<file path="config.mk">
export PLATFORM = sky130hd
export DESIGN_NAME = tx_bram_player
export DESIGN_NICKNAME = d
export VERILOG_FILES = /design/src/rtl/tx_bram_player.sv
export SDC_FILE = /design/constraint.sdc
export NUM_CORES = 1
export LEC_CHECK = 0
export ABC_AREA = 1
export BUFFER_PORTS_ARGS = -buffer_cell sky130_fd_sc_hd__buf_2
export CAP_MARGIN = 20
export CORE_AREA = 2 2 109 111
export DETAILED_ROUTE_END_ITERATION = 6
export DIE_AREA = 0 0 111 113
export REMOVE_ABC_BUFFERS = 1
export SYNTH_ARGS = -nofsm -noshare
export SYNTH_HDL_FRONTEND = slang
export SYNTH_SLANG_ARGS = --single-unit
</file>
<file path="constraint.sdc">
create_clock -name clk -period 2 [get_ports clk]
set_clock_uncertainty 0.1 [all_clocks]
set_input_delay 0 -clock clk [delete_from_list [all_inputs] [get_ports clk]]
set_output_delay 0 -clock clk [all_outputs]
set_load 0.005 [all_outputs]
</file>
<file path="src/rtl/tx_bram_player.sv">
// Waveform player: reads samples from a BRAM port and emits them one per sample period.
// Optional build macro TX_BRAM_LOOP_EN adds loop_i for continuous (wrapping) playback.
module tx_bram_player #(
  parameter int ADDR_W = 9,
  parameter int DATA_W = 18,
  parameter int DIV_W  = 16
) (
  input  logic              clk,
  input  logic              rst,
  input  logic              start_i,
  input  logic              abort_i,
`ifdef TX_BRAM_LOOP_EN
  input  logic              loop_i,
`endif
  input  logic [ADDR_W-1:0] last_addr_i,
  input  logic [DIV_W-1:0]  rate_div_i,
  output logic              enb_o,
  output logic [ADDR_W-1:0] addrb_o,
  input  logic [DATA_W-1:0] dob_i,
  output logic [DATA_W-1:0] sample_o,
  output logic              sample_valid_o,
  output logic              busy_o,
  output logic              done_o
);

  typedef enum logic [2:0] {
    S_IDLE,
    S_FETCH,
    S_CAPTURE,
    S_WAIT,
    S_EMIT,
    S_DONE
  } state_t;

  state_t              state_q, state_d;
  logic [ADDR_W-1:0]   last_q, last_d;
  logic [DIV_W-1:0]    pm1_q, pm1_d;
  logic [DIV_W-1:0]    cnt_q, cnt_d;
  logic [DATA_W-1:0]   hold_q, hold_d;
  logic                first_q, first_d;
  logic                loop_q, loop_d;

  logic                enb_d;
  logic [ADDR_W-1:0]   addr_d;
  logic [DATA_W-1:0]   sample_d;
  logic                valid_d;
  logic                busy_d;
  logic                done_d;

  logic                loop_in;
  logic                is_last;
  logic                more;
  logic [ADDR_W-1:0]   next_addr;
  logic                enter_emit;

`ifdef TX_BRAM_LOOP_EN
  assign loop_in = loop_i;
`else
  assign loop_in = 1'b0;
`endif

  // addrb_o always holds the address of the sample currently in the pipeline.
  assign is_last   = (addrb_o == last_q);
  assign more      = !is_last || loop_q;
  assign next_addr = is_last ? '0 : addrb_o + 1'b1;

  // NOTE: every signal written here gets a default first so no latch is inferred.
  always_comb begin
    state_d    = state_q;
    last_d     = last_q;
    pm1_d      = pm1_q;
    cnt_d      = cnt_q;
    hold_d     = hold_q;
    first_d    = first_q;
    loop_d     = loop_q;
    enb_d      = 1'b0;
    addr_d     = addrb_o;
    sample_d   = sample_o;
    valid_d    = 1'b0;
    busy_d     = busy_o;
    done_d     = 1'b0;
    enter_emit = 1'b0;

    unique case (state_q)
      S_IDLE: begin
        if (start_i) begin
          last_d  = last_addr_i;
          // A period below 3 cycles cannot cover the read-capture-emit pipeline.
          pm1_d   = (rate_div_i < DIV_W'(2)) ? DIV_W'(2) : rate_div_i;
          loop_d  = loop_in;
          first_d = 1'b1;
          cnt_d   = '0;
          enb_d   = 1'b1;
          addr_d  = '0;
          busy_d  = 1'b1;
          state_d = S_FETCH;
        end
      end
      S_FETCH: begin
        state_d = S_CAPTURE;
      end
      S_CAPTURE: begin
        hold_d = dob_i;
        if (first_q) begin
          enter_emit = 1'b1;
        end else begin
          cnt_d   = cnt_q - 1'b1;
          state_d = S_WAIT;
        end
      end
      S_WAIT: begin
        // Expires on the cycle the count would reach zero.
        if (cnt_q == DIV_W'(1)) begin
          enter_emit = 1'b1;
        end else begin
          cnt_d = cnt_q - 1'b1;
        end
      end
      S_EMIT: begin
        sample_d = hold_q;
        valid_d  = 1'b1;
        cnt_d    = pm1_q;
        first_d  = 1'b0;
        state_d  = enb_o ? S_CAPTURE : S_DONE;
      end
      S_DONE: begin
        done_d   = 1'b1;
        busy_d   = 1'b0;
        sample_d = '0;
        state_d  = S_IDLE;
      end
      default: begin
        state_d = S_IDLE;
      end
    endcase

    // The read for the following sample overlaps the emit of the current one.
    if (enter_emit) begin
      state_d = S_EMIT;
      enb_d   = more;
      if (more) begin
        addr_d = next_addr;
      end
    end

    if (abort_i) begin
      state_d  = S_IDLE;
      enb_d    = 1'b0;
      sample_d = '0;
      valid_d  = 1'b0;
      busy_d   = 1'b0;
      done_d   = 1'b0;
      cnt_d    = '0;
      first_d  = 1'b0;
    end
  end

  // NOTE: sequential state uses non-blocking assignments so all flops update together.
  always_ff @(posedge clk) begin
    if (rst) begin
      state_q        <= S_IDLE;
      last_q         <= '0;
      pm1_q          <= '0;
      cnt_q          <= '0;
      hold_q         <= '0;
      first_q        <= 1'b0;
      loop_q         <= 1'b0;
      enb_o          <= 1'b0;
      addrb_o        <= '0;
      sample_o       <= '0;
      sample_valid_o <= 1'b0;
      busy_o         <= 1'b0;
      done_o         <= 1'b0;
    end else begin
      state_q        <= state_d;
      last_q         <= last_d;
      pm1_q          <= pm1_d;
      cnt_q          <= cnt_d;
      hold_q         <= hold_d;
      first_q        <= first_d;
      loop_q         <= loop_d;
      enb_o          <= enb_d;
      addrb_o        <= addr_d;
      sample_o       <= sample_d;
      sample_valid_o <= valid_d;
      busy_o         <= busy_d;
      done_o         <= done_d;
    end
  end

endmodule

</file>
==> out/qor.txt <==
status: finished, final reports clean
power per cell area: 789 mW/mm^2
Critical Path RT: 2.18 ns
Ports: 78
Final setup viols: 0
Setup Crit Path Kind: reg -> reg
Mean Syn Cell Area: 6.99 um^2
vias in the first global route: 4181
CP top delay family: simple AND/OR/NAND/NOR gates
Setup Fix Bufs, Post-CTS: 0
share of cells above drive strength 1: 18.1%
total CTS buffers: 9
Via Count: 4360
DP Area: 0.00494 mm^2
Crit path top cell by count: nand2_4
Synth warnings: 0
gr ovfl total: 0
Die X: 111 um
Final GP Congestion: 0.851
initial antenna violation count: 0
max_cap viols: 0
NumNets Final: 801
std cell rows: 39
WP data arrival: 2.01 ns
Area growth, synth to finish: 29.1%
CTS tree: done
fmax: 0.546 GHz
RSZ-0062 raised after global routing: no
synthesized cell area: 0.00443 mm^2
CP Launch Type: register
DR DRC count: 0
Root Driver: clkbuf_16
final worst slack: 0.168 ns
Hold/Removal Path Class: in -> reg
Total GRT Usage: 18.5%
static leakage: 0.00250 uW
maximum vdd ir drop: 510 uV
Design Area, Final: 0.00572 mm^2
1st-pass router iterations: 5
CTS max path bufs: 2
total clock sinks: 94
fin. max-slew vios: 0
ordered cell list for the critical path: inv_2 > nor2_4 > nand3_4 > nand2_4 > nor2_8 > nand2_4 > o21ai_0 > a21oi_1
sequential area share after synthesis: 42.5%
post-place setup slack: 0.212 ns
largest net degree at the start of global routing: 38
worst-path fanout max: 28
FF+latch count, synth: 94
1st-iter DRT viols: 154
H-Tree Depth: 3
DR vias/cell: 4.85
chip height: 113 um
final WL: 11100 um
CP max stage cell: dfxtp_1
# port buffers: 77
final hold violation count: 0
ANT nets after route: 0
area of the multi-input gates: 0.00210 mm^2
Final period util: 91.6%
DR WL/cell: 12.4 um
Clk Latency, worst-skew pair: 0.35 ns
Worst-Margin Slew: 0.497 ns
initial core utilization: 39.3%
Placeable Area: 0.0113 mm^2
Unique masters post-synth: 34
first-pass GRT wire length: 18800 um
Syn Inst Count: 634
crit path time final: 1.83 ns
setup tns final: 0 ns
post-cts sizing count: 0
n_diodes: 0
register area: 0.00188 mm^2
Worst-path clk slew: 0.07 ns
Crit path largest cell delay: 0.37 ns
Detail Placement HPWL: 7580 um
max_slew headroom: 66.8%
Fill cells: 1117
Worst setup EP type: register
die area: 0.0125 mm^2
Final Hold Slack: 0.0236 ns
CP Buf/Inv Count: 1
path summary, 6_finish.rpt:
check                                start    endpoint  slack, ns  cells past startpoint
worst min register to register   hold_q[5]   hold_q[5]       0.34                      2
worst max-delay path            state_q[1]    cnt_q[1]       0.17                      8
worst min-delay path               start_i  state_q[1]       0.02                      5
worst max register to register  state_q[1]    cnt_q[1]       0.17                      8
stage by stage:
| step | instances | power (uW) | utilization [%] |
|---|---|---|---|
| global route | 899 | 4730 | 50.7 |
| detailed placement | 837 | 2620 | 43.8 |
| global placement | 837 | 2610 | 43.8 |
| finish | 899 | 4510 | 50.7 |
| CTS | 899 | 4550 | 50.7 |
| floorplan | 609 | 2440 | - |
area by class of cell:
type / count / share of cell area, %
clock inverters: 6 / 1.60
well taps: 143 / 3.13
clock buffers: 10 / 4.00
repair buffers: 131 / 16.3
flip-flops and latches: 94 / 32.9
inverters: 82 / 5.38
multi-input cells: 433 / 36.7
power breakdown:
group | switching, uW | internal [uW]
registers | 50.7 | 1960
logic | 377 | 263
clock network | 753 | 1110
layer usage:
metal  global-route usage [%]  vias to the layer above  part of all wire (%)
li1                         -                     2269                     -
met1                     22.9                     1999                    46
met4                     8.08                        0                   2.1
met5                        0                        -                     0
met2                     30.7                       73                    48
met3                     4.55                       19                   3.7
synth_stat cells:
library cell / n / area, um^2
a21oi_1: 68 / 340
nor2_4: 2 / 22.5
dfxtp_1: 94 / 1880
nand3_1: 54 / 270
buf_2: 7 / 35.0
nor4_1: 1 / 6.26
or2_2: 1 / 6.26
nand3_4: 2 / 35.0
nand2_2: 2 / 12.5
xnor2_1: 3 / 26.3
o21ai_1: 13 / 65.1
ha_1: 3 / 37.5
buf_1: 1 / 3.75
nand2_1: 112 / 420
a211oi_1: 1 / 7.51
a21oi_2: 3 / 26.3
inv_2: 11 / 41.3
nand3_2: 2 / 20.0
o21ai_0: 63 / 315
nor3_1: 1 / 5.00
buf_6: 4 / 45.0
xor2_1: 1 / 8.76
o211ai_1: 1 / 7.51
clkbuf_1: 11 / 41.3
and2_1: 1 / 6.26
nand4_1: 3 / 18.8
buf_4: 2 / 15.0
nor2_1: 80 / 300
inv_1: 71 / 267
nand3b_1: 2 / 15.0
nor2_8: 1 / 20.0
nor2_2: 9 / 56.3
nand2_4: 3 / 33.8
nor3_4: 1 / 16.3
layout by cell type, fill, tap and decap left out, drive strengths merged:
cell type    Yosys  routed
and2             1       1
nor2            92      92
nand4            3       3
clkbuf          11      10
dlygate4sd3      0      46
ha               3       3
nand2          117     117
inv             82      85
clkinv           0       1
o211ai           1       1
o21ai           76      76
nand3           58      58
buf             14      85
dfxtp           94      94
xnor2            3       3
nor4             1       1
nand3b           2       2
a211oi           1       1
xor2             1       1
nor3             2       2
bufinv           0       2
or2              1       1
a21oi           71      71
repair_timing:
item	CTS	global route
setup endpoints to repair	0	1
hold buffers	46	0
hold endpoints to repair	68	0
flip-flops by register name, summed over array words and instances (netlist names):
name / cells
enb_o: 1
pm1_q: 16
state_q: 3
addrb_o: 9
cnt_q: 16
sample_valid_o: 1
first_q: 1
last_q: 9
hold_q: 18
sample_o: 18
busy_o: 1
done_o: 1
tightest hold or removal path, delay by kind of cell:
family / cells / cell delay, ns
AO/OA/AOI/OAI: 1 / 0.10
AND/OR/NAND/NOR: 2 / 0.21
buffers and inverters: 2 / 0.14
logic make-up (layout without fill, tap and decap cells):
logic type / Yosys count / count (layout) / synth area share, %
AOI/OAI and AO/OA: 149 / 149 / 17.2
xor gates and xnor gates: 4 / 4 / 0.791
adders and majority gates: 3 / 3 / 0.848
buffers and inverters: 107 / 229 / 10.1
DFF: 94 / 94 / 42.5
and+or+nand+nor: 277 / 277 / 28.6
Power figures use the tool's default switching activity.
